**src/rtl/hub_pkg.sv**
```systemverilog
// Shared types and default thresholds for the hub port guard.
// Thresholds are in nibbles at the 100M MII strobe rate.
package hub_pkg;

  typedef enum logic [1:0] {
    JAB_IDLE,
    JAB_ACTIVE,
    JAB_JABBER,
    JAB_UNJAB
  } jab_state_e;

  typedef enum logic {
    PART_CONNECTED,
    PART_PARTITIONED
  } part_state_e;

  localparam int DEF_JABBER_NIBBLES    = 10000;
  localparam int DEF_UNJAB_NIBBLES     = 2500;
  localparam int DEF_CC_LIMIT          = 60;
  localparam int DEF_LONG_COL_NIBBLES  = 256;
  localparam int DEF_RECONNECT_NIBBLES = 128;

endpackage

```
**src/rtl/hub_port_jabber.sv**
```systemverilog
// Jabber FSM for one hub port: cuts off over-long receive activity and
// re-enables the port after a sustained quiet period.
//
// state      | meaning
// JAB_IDLE   | no reception in progress
// JAB_ACTIVE | reception in progress, length being counted
// JAB_JABBER | cut off, still receiving
// JAB_UNJAB  | cut off, counting quiet nibbles
module hub_port_jabber
  import hub_pkg::*;
#(
  parameter int JABBER_NIBBLES = DEF_JABBER_NIBBLES,
  parameter int UNJAB_NIBBLES  = DEF_UNJAB_NIBBLES
) (
  input  logic clk,
  input  logic rst_n,
  input  logic ce,
  input  logic rx_dv,
  output logic pass,
  output logic trunc,
  output logic jabbering_nxt
);

  localparam int LW = $clog2(JABBER_NIBBLES + 1);
  localparam int QW = $clog2(UNJAB_NIBBLES + 1);

  jab_state_e     state_q, state_d;
  logic [LW-1:0]  len_q, len_d, len_inc;
  logic [QW-1:0]  quiet_q, quiet_d, quiet_inc;

  always_comb begin
    state_d   = state_q;
    len_d     = len_q;
    quiet_d   = quiet_q;
    trunc     = 1'b0;
    len_inc   = (state_q == JAB_IDLE) ? LW'(1) : len_q + LW'(1);
    // The quiet nibble that leaves JABBER is the first of the unjab run.
    quiet_inc = (state_q == JAB_JABBER) ? QW'(1) : quiet_q + QW'(1);
    if (ce) begin
      case (state_q)
        JAB_IDLE, JAB_ACTIVE: begin
          if (rx_dv) begin
            len_d = len_inc;
            if (len_inc == LW'(JABBER_NIBBLES)) begin
              trunc   = 1'b1;
              state_d = JAB_JABBER;
            end else begin
              state_d = JAB_ACTIVE;
            end
          end else begin
            state_d = JAB_IDLE;
          end
        end
        JAB_JABBER, JAB_UNJAB: begin
          if (rx_dv) begin
            state_d = JAB_JABBER;
          end else begin
            quiet_d = quiet_inc;
            state_d = (quiet_inc == QW'(UNJAB_NIBBLES)) ? JAB_IDLE : JAB_UNJAB;
          end
        end
        default: state_d = JAB_IDLE;
      endcase
    end
  end

  assign pass          = (state_q == JAB_IDLE) || (state_q == JAB_ACTIVE);
  assign jabbering_nxt = (state_d == JAB_JABBER) || (state_d == JAB_UNJAB);

  always_ff @(posedge clk) begin
    if (!rst_n) begin
      state_q <= JAB_IDLE;
      len_q   <= '0;
      quiet_q <= '0;
    end else begin
      state_q <= state_d;
      len_q   <= len_d;
      quiet_q <= quiet_d;
    end
  end

endmodule

```
**src/rtl/hub_port_guard.sv**
```systemverilog
// Per-port jabber/partition guard between MII elastic buffer and repeater core.
// Define HUB_PORT_GUARD_COUNTERS_EN to implement the saturating event counters.
module hub_port_guard
  import hub_pkg::*;
#(
  parameter int JABBER_NIBBLES    = DEF_JABBER_NIBBLES,
  parameter int UNJAB_NIBBLES     = DEF_UNJAB_NIBBLES,
  parameter int CC_LIMIT          = DEF_CC_LIMIT,
  parameter int LONG_COL_NIBBLES  = DEF_LONG_COL_NIBBLES,
  parameter int RECONNECT_NIBBLES = DEF_RECONNECT_NIBBLES,
  parameter int COUNTER_WIDTH     = 15
) (
  input  logic                     clk,
  input  logic                     rst_n,
  input  logic                     ce,
  input  logic                     rx_dv,
  input  logic                     rx_er,
  input  logic [3:0]               rxd,
  input  logic                     jam,
  output logic                     out_dv,
  output logic                     out_er,
  output logic [3:0]               outd,
  output logic                     jabbering,
  output logic                     partitioned,
  output logic [COUNTER_WIDTH-1:0] jabber_count,
  output logic [COUNTER_WIDTH-1:0] partition_count
);

  localparam int RW  = $clog2(RECONNECT_NIBBLES + 1);
  localparam int CLW = $clog2(LONG_COL_NIBBLES + 1);
  localparam int CCW = $clog2(CC_LIMIT + 1);

  logic jab_pass, jab_trunc, jab_nxt;

  hub_port_jabber #(
    .JABBER_NIBBLES (JABBER_NIBBLES),
    .UNJAB_NIBBLES  (UNJAB_NIBBLES)
  ) u_jabber (
    .clk           (clk),
    .rst_n         (rst_n),
    .ce            (ce),
    .rx_dv         (rx_dv),
    .pass          (jab_pass),
    .trunc         (jab_trunc),
    .jabbering_nxt (jab_nxt)
  );

  part_state_e     part_q, part_d;
  logic [CCW-1:0]  cc_q, cc_d, cc_inc;
  logic [RW-1:0]   rx_len_q, rx_len_d, rx_len_inc;
  logic [CLW-1:0]  col_len_q, col_len_d, col_len_inc;
  logic            col_seen_q, col_seen_d;
  logic            in_rx_q, in_rx_d;
  logic            out_dv_q, out_dv_d, out_er_q, out_er_d;
  logic [3:0]      outd_q, outd_d;
  logic            jabbering_q, jabbering_d, partitioned_q, partitioned_d;
  logic            col_hit, rx_end, open;

  always_comb begin
    part_d        = part_q;
    cc_d          = cc_q;
    rx_len_d      = rx_len_q;
    col_len_d     = col_len_q;
    col_seen_d    = col_seen_q;
    in_rx_d       = in_rx_q;
    out_dv_d      = out_dv_q;
    out_er_d      = out_er_q;
    outd_d        = outd_q;
    jabbering_d   = jabbering_q;
    partitioned_d = partitioned_q;

    col_hit     = rx_dv & jam;
    rx_end      = in_rx_q & ~rx_dv;
    open        = jab_pass && (part_q == PART_CONNECTED);
    cc_inc      = (cc_q == CCW'(CC_LIMIT)) ? cc_q : cc_q + CCW'(1);
    rx_len_inc  = !in_rx_q ? RW'(1) :
                  (rx_len_q == RW'(RECONNECT_NIBBLES)) ? rx_len_q : rx_len_q + RW'(1);
    col_len_inc = !in_rx_q ? CLW'(col_hit) :
                  (col_len_q == CLW'(LONG_COL_NIBBLES)) ? col_len_q : col_len_q + CLW'(col_hit);

    if (ce) begin
      in_rx_d = rx_dv;
      if (rx_dv) begin
        rx_len_d   = rx_len_inc;
        col_len_d  = col_len_inc;
        col_seen_d = (in_rx_q & col_seen_q) | col_hit;
      end

      case (part_q)
        PART_CONNECTED: begin
          if (rx_dv && col_len_inc == CLW'(LONG_COL_NIBBLES)) begin
            part_d = PART_PARTITIONED;
          end else if (rx_end) begin
            if (col_seen_q) begin
              cc_d = cc_inc;
              if (cc_inc == CCW'(CC_LIMIT)) part_d = PART_PARTITIONED;
            end else if (rx_len_q == RW'(RECONNECT_NIBBLES)) begin
              cc_d = '0;
            end
          end
        end
        PART_PARTITIONED: begin
          // Reconnect only between frames so output never resumes mid-frame.
          if (rx_end && !col_seen_q && rx_len_q == RW'(RECONNECT_NIBBLES)) begin
            part_d = PART_CONNECTED;
            cc_d   = '0;
          end
        end
        default: part_d = PART_CONNECTED;
      endcase

      out_dv_d      = open & rx_dv;
      out_er_d      = open & (rx_er | jab_trunc);
      outd_d        = open ? rxd : 4'h0;
      jabbering_d   = jab_nxt;
      partitioned_d = (part_d == PART_PARTITIONED);
    end
  end

  always_ff @(posedge clk) begin
    if (!rst_n) begin
      part_q        <= PART_CONNECTED;
      cc_q          <= '0;
      rx_len_q      <= '0;
      col_len_q     <= '0;
      col_seen_q    <= 1'b0;
      in_rx_q       <= 1'b0;
      out_dv_q      <= 1'b0;
      out_er_q      <= 1'b0;
      outd_q        <= 4'h0;
      jabbering_q   <= 1'b0;
      partitioned_q <= 1'b0;
    end else begin
      part_q        <= part_d;
      cc_q          <= cc_d;
      rx_len_q      <= rx_len_d;
      col_len_q     <= col_len_d;
      col_seen_q    <= col_seen_d;
      in_rx_q       <= in_rx_d;
      out_dv_q      <= out_dv_d;
      out_er_q      <= out_er_d;
      outd_q        <= outd_d;
      jabbering_q   <= jabbering_d;
      partitioned_q <= partitioned_d;
    end
  end

  assign out_dv      = out_dv_q;
  assign out_er      = out_er_q;
  assign outd        = outd_q;
  assign jabbering   = jabbering_q;
  assign partitioned = partitioned_q;

`ifdef HUB_PORT_GUARD_COUNTERS_EN
  logic                     jab_evt, part_evt;
  logic [COUNTER_WIDTH-1:0] jab_cnt_q, jab_cnt_d, part_cnt_q, part_cnt_d;

  assign jab_evt  = ce & jab_trunc;
  assign part_evt = ce && (part_q == PART_CONNECTED) && (part_d == PART_PARTITIONED);

  always_comb begin
    jab_cnt_d  = jab_cnt_q;
    part_cnt_d = part_cnt_q;
    if (jab_evt && !(&jab_cnt_q))   jab_cnt_d  = jab_cnt_q + 1'b1;
    if (part_evt && !(&part_cnt_q)) part_cnt_d = part_cnt_q + 1'b1;
  end

  always_ff @(posedge clk) begin
    if (!rst_n) begin
      jab_cnt_q  <= '0;
      part_cnt_q <= '0;
    end else begin
      jab_cnt_q  <= jab_cnt_d;
      part_cnt_q <= part_cnt_d;
    end
  end

  assign jabber_count    = jab_cnt_q;
  assign partition_count = part_cnt_q;
`else
  assign jabber_count    = '0;
  assign partition_count = '0;
`endif

endmodule
```
**config.mk**
```make
export PLATFORM = sky130hd
export DESIGN_NAME = hub_port_guard
export DESIGN_NICKNAME = d
export VERILOG_FILES = /design/src/rtl/hub_pkg.sv /design/src/rtl/hub_port_jabber.sv /design/src/rtl/hub_port_guard.sv
export SDC_FILE = /design/constraint.sdc
export NUM_CORES = 1
export LEC_CHECK = 0
export CAP_MARGIN = 10
export CORE_MARGIN = 2
export CORE_UTILIZATION = 28
export DETAILED_ROUTE_END_ITERATION = 12
export HOLD_SLACK_MARGIN = 0.05
export PLACE_DENSITY = 0.52
export SLEW_MARGIN = 5
export SYNTH_ARGS = -nofsm -noshare
export SYNTH_HDL_FRONTEND = slang
export SYNTH_SLANG_ARGS = --single-unit
```
**constraint.sdc**
```tcl
create_clock -name clk -period 3.09 [get_ports clk]
set_clock_uncertainty 0.1 [all_clocks]
set_input_delay 0.927 -clock clk [delete_from_list [all_inputs] [get_ports clk]]
set_output_delay 0.927 -clock clk [all_outputs]
set_load 0.01 [all_outputs]
```
==> results.txt, run 1 <==
Once placement completed, the tool counted placed cells totaling between 600 and 700. The static leakage power is roughly 1.5 nW. The number of sinks handled by clock tree synthesis is a little over 60. The total power of the final layout is between 0.002 and 0.0025 W. The achievable frequency is 0.388 GHz.

The worst hold path begins at outd[0]$_SDFFE_PN0P_. The quantity of I/O buffers inserted on ports came out at 17. The full die area is 0.0142 mm2. After detailed routing, the average wire length per cell comes to 13.1 um. The chip height came out at around 120 um. The via count normalized by instance count came out at 4.98.

In the final design database the tool counted around 540 nets. In this run the critical register-to-register path is captured at out_er$_SDFFE_PN0P_. STA classifies the critical path startpoint as an input port. In this run the core area contains 42 standard-cell rows. The data arrival time of the worst path is ~2700 ps. The number of global-route vias before repair came to approximately 3,100.

The first-pass GRT wire length is 15,300 um. The setup path with the least slack is of type input port to flip-flop. The largest voltage drop on the vdd net is between 0.0002 and 0.00025 V.

After clock tree synthesis, the setup repair step added 0 buffers. The placer's final routability congestion estimate is approximately 0.85. Compared with the post-synthesis result, the final layout area differs by 16.9%. The largest single stage delay on the critical path is around 480 ps. The commonest register cell after synthesis is sky130_fd_sc_hd__dfxtp_1. By area, the combinational part of the netlist is dominated by simple AND/OR/NAND/NOR gates. Across every metal layer, demand over resource in global routing totals roughly an eighth. The worst register-to-register path has a depth of 7. The multi-input combinational cell area came out at ~0.0022 mm2. For this run, the number of Yosys warnings is 0. The starting density of the core is 28.4%.

Summing the areas of all compound-gate instances in the mapped netlist gives between 10% and 20% of the synthesized area. Summed over all instances, the cell type with the most area after synthesis is sky130_fd_sc_hd__dfxtp_1. The total overflow left after global routing is 0.

Hold repair after CTS inserted 0 buffers. A synthesized cell averages 7.41 um2. The distinct cell type count of the synthesized netlist is 56. Summing the areas of all and, or, nand and nor instances in the mapped netlist gives 30.0% of the synthesized area.

The number of DRC violations after detailed routing came out at 0. The kind of path behind the tightest hold check is flip-flop to flip-flop. Detailed placement finished with a half-perimeter wire length of 6540 um. Setup repair after global routing left no endpoint under its margin.

The worst hold path stage count came out at 2. For the worst-skew pair, the clock arrives at the later sink with an insertion delay of 330 ps. The pin slew with the least headroom to its limit is 778 ps. The layout filler cell count is 1,415.

The worst path uses a little over four fifths of the clock period. The routed layout has approximately 3,500 vias. The element type at the critical path end is a flip-flop. The detailed-router iteration count before antenna repair came out at 4. The detail route stage leaves a number of antenna-violating nets equal to 0. TritonCTS built the clock tree. The horizontal die dimension is 119 um.

The number of max-capacitance violations reported is 0. The launching point of the worst reg2reg path is u_jabber.len_q[0]$_SDFFE_PN0P_. The number of antenna violations at the first check in global routing is 0.

The number of buffers added by the clock tree synthesis step is 9. The fraction of layout cells with a size suffix above 1 is under 10%. The setup-violating endpoint count in the final report came out at 0. The mapped netlist covers 0.00372 mm2. Entering global routing, the biggest net connects 26 pins. The initial detailed-routing violation count is ~180.

The number of enable-type register cells in the synthesized netlist is 0. The largest individual stage delay along the critical path comes from the cell sky130_fd_sc_hd__clkdlybuf4s50_1. The required time reported for the critical path endpoint came out at ~3200 ps. The top cell type's share of synthesized area is roughly a third. Summing the sequential cell areas from Yosys gives between 30% and 40% of the chip area.

The endpoint of the worst hold path is outd[0]$_SDFFE_PN0P_. The count of instances resized after the clock tree is built came out at 0. The power density over the cells is about 480 mW/mm2. Leaving out filler cells and counting taps, the final layout contains between 700 and 800. In this run the number of H-tree levels came out at 3.

Summed over all layers, the routed wires come to 9150 um. The worst-case register-to-register setup slack came out at 530 ps. The antenna cell count is 0. The headroom to the max-slew limit is 48.0%. The post-synthesis instance total is ~500. The area share of xor/xnor cells in the synthesized design is 4.94%. After synthesis, the cell types taking the most area are sky130_fd_sc_hd__dfxtp_1 (33%), sky130_fd_sc_hd__a21oi_1 (6.6%), sky130_fd_sc_hd__buf_4 (6.2%), sky130_fd_sc_hd__nor2_1 (5.8%), sky130_fd_sc_hd__nand3_1 (5.0%). After synthesis, the share of cell area in mux cells is 0%. The share of synthesized flip-flops with an asynchronous set or reset is 0%.

The minimum clock period came out at between 2000 and 3000 ps. The max-slew violation count came out at 0. The number of primary I/O pins is 48. The accumulated negative setup slack is 0 ps. The critical path goes through clkdlybuf4s50_1 > and2_1 > ha_1 > ha_1 > and3_1 > and3_1 > o21ai_0 > o31ai_1. The sequential cell area is between 0.001 and 0.0015 mm2. The fraction of the mapped netlist area in adder cells is roughly 2.7%. In this run the worst path has a maximum fanout of 7. The longest clock path from root to sink contains 2 buffers. The core footprint came out at around 0.013 mm2.

The flow ran to the end, and the final reports show no timing, DRC or antenna violations. The utilization after layout came out at 33.2%. The final-report hold violation count came to 0. CTS placed an instance of sky130_fd_sc_hd__clkbuf_16 at the clock tree root. The clock slew at the register clock pins of the worst setup and hold paths is ~50 ps. The synthesized design contains 61 register bits.
==> power breakdown <==
group	internal (W)	switching, W	leakage, nW	total (W)
combinational	0.0000499	0.0000866	0.852	0.000137
sequential	0.000798	0.0000114	0.494	0.000809
clock	0.000792	0.000358	0.172	0.00115
total	0.00164	0.000456	1.52	0.00210
==> kinds of logic (layout without fill, tap and decap cells) <==
kind of cell | Yosys count | count (layout)
flip-flops | 61 | 61
XOR/XNOR | 21 | 21
AO/OA/AOI/OAI | 121 | 121
adder cells (fa/ha/maj) | 8 | 8
AND/OR/NAND/NOR | 222 | 222
buffers and inverters | 69 | 62
other | 1 | 30
==> area by class of cell <==
class	instances	share of cell area [%]
Clock buffer	13	6.43
Sequential cell	61	28.0
Timing Repair Buffer	34	6.84
Multi-Input combinational cell	402	51.1
Clock inverter	3	1.49
Tap cell	176	5.06
Inverter	12	1.03
==> sequential cells by signal, summed over array words and instances, names as in the netlist <==
name and flops:
u_jabber.len_q 14, u_jabber.quiet_q 12, col_len_q 9, rx_len_q 8, cc_q 6, outd 4
u_jabber.state_q 2, col_seen_q 1, in_rx_q 1, jabbering 1, out_dv 1, out_er 1
partitioned 1
==> how the worst max path moves through the flow <==
stage	start	endpoint	slack [ps]	cells past startpoint
floorplan	rx_dv	partitioned$_SDFFE_PN0P_	480	8
global placement	rx_dv	partitioned$_SDFFE_PN0P_	230	8
detailed placement	rx_dv	partitioned$_SDFFE_PN0P_	160	8
CTS	rx_dv	partitioned$_SDFFE_PN0P_	510	8
global route	rx_dv	partitioned$_SDFFE_PN0P_	300	8
finish	rx_dv	partitioned$_SDFFE_PN0P_	520	8
==> Yosys cell counts, types with 5 or more instances <==
| library cell | number |
|---|---|
| sky130_fd_sc_hd__buf_4 | 31 |
| sky130_fd_sc_hd__nand4_1 | 18 |
| sky130_fd_sc_hd__nand2_1 | 45 |
| sky130_fd_sc_hd__dfxtp_1 | 61 |
| sky130_fd_sc_hd__or3_1 | 7 |
| sky130_fd_sc_hd__a22oi_1 | 5 |
| sky130_fd_sc_hd__inv_1 | 10 |
| sky130_fd_sc_hd__nor3_1 | 13 |
| sky130_fd_sc_hd__a31oi_1 | 10 |
| sky130_fd_sc_hd__nor2_1 | 58 |
| sky130_fd_sc_hd__a21oi_1 | 49 |
| sky130_fd_sc_hd__xnor2_1 | 9 |
| sky130_fd_sc_hd__nand3_1 | 37 |
| sky130_fd_sc_hd__xor2_1 | 12 |
| sky130_fd_sc_hd__o21ai_1 | 10 |
| sky130_fd_sc_hd__o21ai_0 | 25 |
| sky130_fd_sc_hd__and3_1 | 6 |
| sky130_fd_sc_hd__ha_1 | 8 |
| sky130_fd_sc_hd__clkbuf_1 | 22 |
| sky130_fd_sc_hd__nor2b_1 | 7 |
==> layout by cell type, fill, tap and decap left out, types with 4 or more instances in the layout <==
master / count
sky130_fd_sc_hd__a22oi_1: 5
sky130_fd_sc_hd__nor2b_1: 7
sky130_fd_sc_hd__and3_1: 6
sky130_fd_sc_hd__nor3_1: 13
sky130_fd_sc_hd__nand4_1: 18
sky130_fd_sc_hd__a211oi_1: 4
sky130_fd_sc_hd__clkbuf_8: 4
sky130_fd_sc_hd__xnor2_1: 9
sky130_fd_sc_hd__nand3_1: 37
sky130_fd_sc_hd__nor2_1: 58
sky130_fd_sc_hd__nor4_1: 4
sky130_fd_sc_hd__o21ai_0: 25
sky130_fd_sc_hd__a31oi_1: 10
sky130_fd_sc_hd__or3_1: 7
sky130_fd_sc_hd__o21ai_1: 10
sky130_fd_sc_hd__clkdlybuf4s50_1: 17
sky130_fd_sc_hd__dfxtp_1: 61
sky130_fd_sc_hd__nand2_1: 45
sky130_fd_sc_hd__conb_1: 30
sky130_fd_sc_hd__buf_4: 17
sky130_fd_sc_hd__inv_1: 10
sky130_fd_sc_hd__clkbuf_16: 9
sky130_fd_sc_hd__ha_1: 8
sky130_fd_sc_hd__a21oi_1: 49
sky130_fd_sc_hd__xor2_1: 12
==> routing by layer <==
metal	global-route usage [%]	routed length, um	part of all wire (%)	up-vias
met3	2.11	316	3.5	18
li1	-	-	-	1774
met5	0	0	0	-
met4	5.74	186	2.0	0
met2	20.8	4220	46	66
met1	17.5	4430	48	1634
==> stage by stage <==
step	hold WS (ps)	cell area (um2)	setup slack, ps
final	355	4360	515
after global placement	347	4010	234
after CTS	355	4360	507
after global routing	390	4360	298
after floorplan	345	3830	477
after detailed placement	346	4010	164
==> worst max-delay path: cells and delay by family <==
| family | cells | cell delay [ps] |
|---|---|---|
| AND/OR/NAND/NOR | 3 | 550 |
| buffers and inverters | 1 | 480 |
| AO/OA/AOI/OAI | 2 | 300 |
| adder cells (fa/ha/maj) | 2 | 460 |
Note: power is estimated with default switching activity, not from simulation.
==> inputs of run 2 (changes only) <==
- PLACE_DENSITY: 0.52 -> 0.54
- clock period: 3.09 -> 2.35 ns (I/O delays scaled with it)
==> run 2 against run 1 <==
  * Global-route usage increased by 0.76 points
  * Total power increased by 17%
  * Via count increased by 3.9%
  * Cell area increased by 3.9%
  * Routed wire length increased by 1.7%
  * Highest routed layer unchanged
  * Clock-buffer cell count decreased by 1
  * Combinational power increased by 46%
  * Sequential share of layout area decreased by 1.0 points
  * Critical path type unchanged
==> results.txt, run 2 (same netlist as run 1, synthesis figures left out) <==
The maximum number of pins on one net before global-route repair came out at 39. The library cell used most frequently in the layout, excluding fill and tap cells, is sky130_fd_sc_hd__dfxtp_1. The minimum clock period is ~2200 ps. The sequential cell area came out at approximately 0.0012 mm2. The power density over the cells is about 540 mW/mm2. After global routing, the most crowded layer is met2. For the worst-skew pair, the clock arrives at the later sink with an insertion delay of 330 ps. By instance count, the cell type seen most on the critical path is sky130_fd_sc_hd__buf_4. The total number of cells along the worst setup path came out at 9. The via count normalized by instance count came out at approximately 5.0. The maximum clock path buffer count is 2. The total power of the final layout came out at between 0.002 and 0.0025 W. The part of the total power dissipated in combinational logic is 8.1%. The detail route stage leaves a number of antenna-violating nets equal to 0.

The number of antenna violations at the first check in global routing came to 0. The launching element type of the critical path is an input port. The static leakage power is 1.62 nW. The met2 capacity usage during global routing came out at 21.8%. At the end of routability-driven placement, the weighted congestion stood at 0.820. The share of total power in the clock network is between 40% and 50%. CTS placed an instance of sky130_fd_sc_hd__clkbuf_16 at the clock tree root. The worst register-to-register path ends at out_er$_SDFFE_PN0P_. Traced cell by cell, the critical path runs through clkdlybuf4s50_1 > buf_4 > inv_2 > nor2_1 > buf_4 > nand3_1 > a21oi_1 > nand4_1 > o31ai_1. The floorplan step defined a core boundary enclosing 0.0131 mm2. The number of primary I/O pins came out at 48. The power share of the sequential group is 43.1%. Clock tree synthesis found a total of 61 sinks. The chip height came out at around 120 um. The overall global routing resource usage came out at 13.8%. The number of global-route vias before repair came to around 3,400. The starting density of the core came out at between 20 and 30%. The met3 routing resource usage after global routing is approximately 2.9%. Hold is met by 355 ps. The routed design has between 9000 and 10,000 um of wire. The critical path's slowest cell is sky130_fd_sc_hd__clkdlybuf4s50_1.

The overall overflow remaining after global route came out at 0. STA classifies the critical path endpoint as a flip-flop. Static timing analysis puts the maximum clock frequency at 0.446 GHz. TritonCTS built the clock tree. The pin slew with the least headroom to its limit is roughly 550 ps. Buffers inserted during clock tree synthesis total 9. The H-tree depth reported by CTS is 3.

The routing usage on met1 is a little under a fifth. Setup repair after global routing could not meet its margin everywhere. The antenna cell count came out at 0.

The initial detailed-routing violation count is ~190. The setup-violating endpoint count in the final report is 0. The worst hold path belongs to the class flip-flop to flip-flop. The largest stage delay on the critical path is about 580 ps. Setup slack on the worst reg-to-reg path comes out at 140 ps. The first global-routing pass estimated roughly 16,000 um of wire. The largest voltage drop on the vdd net is between 0.0003 and 0.0004 V. At the worst endpoint, the required time is 2490 ps. Summed over all nets, the switching power comes to roughly 0.00058 W.

The period utilization is a little over nine tenths. The fraction of layout cells with a size suffix above 1 is about an eighth. The estimated wirelength of the detail-placed design came out at a little under 7000 um. The multi-input combinational cells in the finished layout cover a total of 0.00226 mm2. Data on the critical path arrives at its endpoint at 2380 ps. The flow ran to the end, and the final reports show no timing, DRC or antenna violations. Internal power comes to about 0.0019 W. The max-slew violation count came out at 0. The number of buffers and inverters on the critical path is 4.

In the layout the commonest cells are sky130_fd_sc_hd__dfxtp_1 (61), sky130_fd_sc_hd__nor2_1 (58), sky130_fd_sc_hd__a21oi_1 (49). The number of max-capacitance violations reported is 0. The endpoint of the worst hold path is outd[0]$_SDFFE_PN0P_. Of the total power, the share spent switching nets is a little under a quarter. The count of vias placed by the detailed router came out at between 3,000 and 4,000. Relative to the synthesized area, the layout overhead comes to 21.5%. Counting flops per register, the top entry is u_jabber.len_q.

The routed length per placed instance is 12.8 um. The final-report hold violation count came out at 0. The clock slew at the register clock pins of the worst setup and hold paths came out at around 50 ps. The die covers around 0.014 mm2. The setup fix buffers added after clock tree synthesis came out at 0. The worst hold path begins at outd[0]$_SDFFE_PN0P_.

The depth of the worst register-to-register path came out at 7. The net total in the final layout came out at between 500 and 600. The kind of cell with the highest combined delay on the critical path is buffers and inverters. The maximum fanout along the worst path came out at 9. The flip-flop count of the largest register, all copies and words added came out at 14. The number of DRC violations after detailed routing came out at 0.

The headroom to the max-slew limit came out at a little under two thirds. The horizontal die dimension came out at between 100 and 150 um. The row count came out at 42. The worst hold path stage count is 2. The first TritonRoute pass finished after 4 iterations. In the final layout, the registers with the most flip-flops are u_jabber.len_q: 14 flops, u_jabber.quiet_q: 12 flops, col_len_q: 9 flops. The worst setup path is of the input port to flip-flop kind.

In this run the critical register-to-register path is launched from u_jabber.len_q[1]$_SDFFE_PN0P_. The layout filler cell count is 1,409. The quantity of I/O buffers inserted on ports came out at 17.
[run 2: cell types whose count changed in the layout (fill, tap and decap cells not counted), moves of 2 or more]
cell / before / now
sky130_fd_sc_hd__buf_4: 17 / 43
sky130_fd_sc_hd__clkbuf_8: 4 / 2
sky130_fd_sc_hd__bufinv_16: 2 / 0
sky130_fd_sc_hd__ha_1: 8 / 6
[run 2: power by group through the flow]
stage | clock network, W | logic, W | registers, W
3_3_place_gp | 0 | 0.000196 | 0.00108
2_1_floorplan | 0 | 0.000144 | 0.00108
3_5_place_dp | 0 | 0.000198 | 0.00108
5_1_grt | 0.00128 | 0.000223 | 0.00106
6_report | 0.00120 | 0.000200 | 0.00106
4_1_cts | 0.00124 | 0.000198 | 0.00106
[run 2: stage by stage]
stage,TNS [ps],setup slack (ps),instance area [um2],util [%],std cells
after floorplan,0,96.3,3840,-,532
after global placement,-3030,-208,4230,32.2,712
after detailed placement,-4190,-292,4230,32.2,712
after CTS,0,68.0,4490,34.2,726
after global routing,-6.44,-6.44,4520,34.4,726
final,0,106,4520,34.4,726
[run 2: worst max-delay path by stage]
stage / slack (ps) / startpoint / to
finish: 110 / ce / partitioned$_SDFFE_PN0P_
global route: -6 / rx_dv / partitioned$_SDFFE_PN0P_
CTS: 70 / rx_dv / partitioned$_SDFFE_PN0P_
detailed placement: -290 / rx_dv / partitioned$_SDFFE_PN0P_
global placement: -210 / rx_dv / partitioned$_SDFFE_PN0P_
floorplan: 100 / rx_dv / partitioned$_SDFFE_PN0P_
[run 2: what timing repair did]
action / in CTS / in global routing
endpoints found under the setup margin: 0 / 4
resized for setup: 0 / 6
hold buffers: 0 / 0
[run 2: worst min-delay path, stage by stage, from the launching register on]
cell and delay, ps:
sky130_fd_sc_hd__dfxtp_1 300, sky130_fd_sc_hd__nand2_1 50, sky130_fd_sc_hd__a21oi_1 50
[run 2: routing by layer]
layer  wire [um]  vias up
met5           0        -
met4         178        0
met3         434       15
met2        4230       89
met1        4460     1702
li1            -     1823
[run 2: final cells by class]
cell class	instances	share of cell area, %
Sequential cell	61	27.0
Multi-Input combinational cell	402	49.9
Inverter	12	0.996
Timing Repair Buffer	61	11.3
Tap cell	176	4.87
Clock buffer	12	5.67
Clock inverter	2	0.221
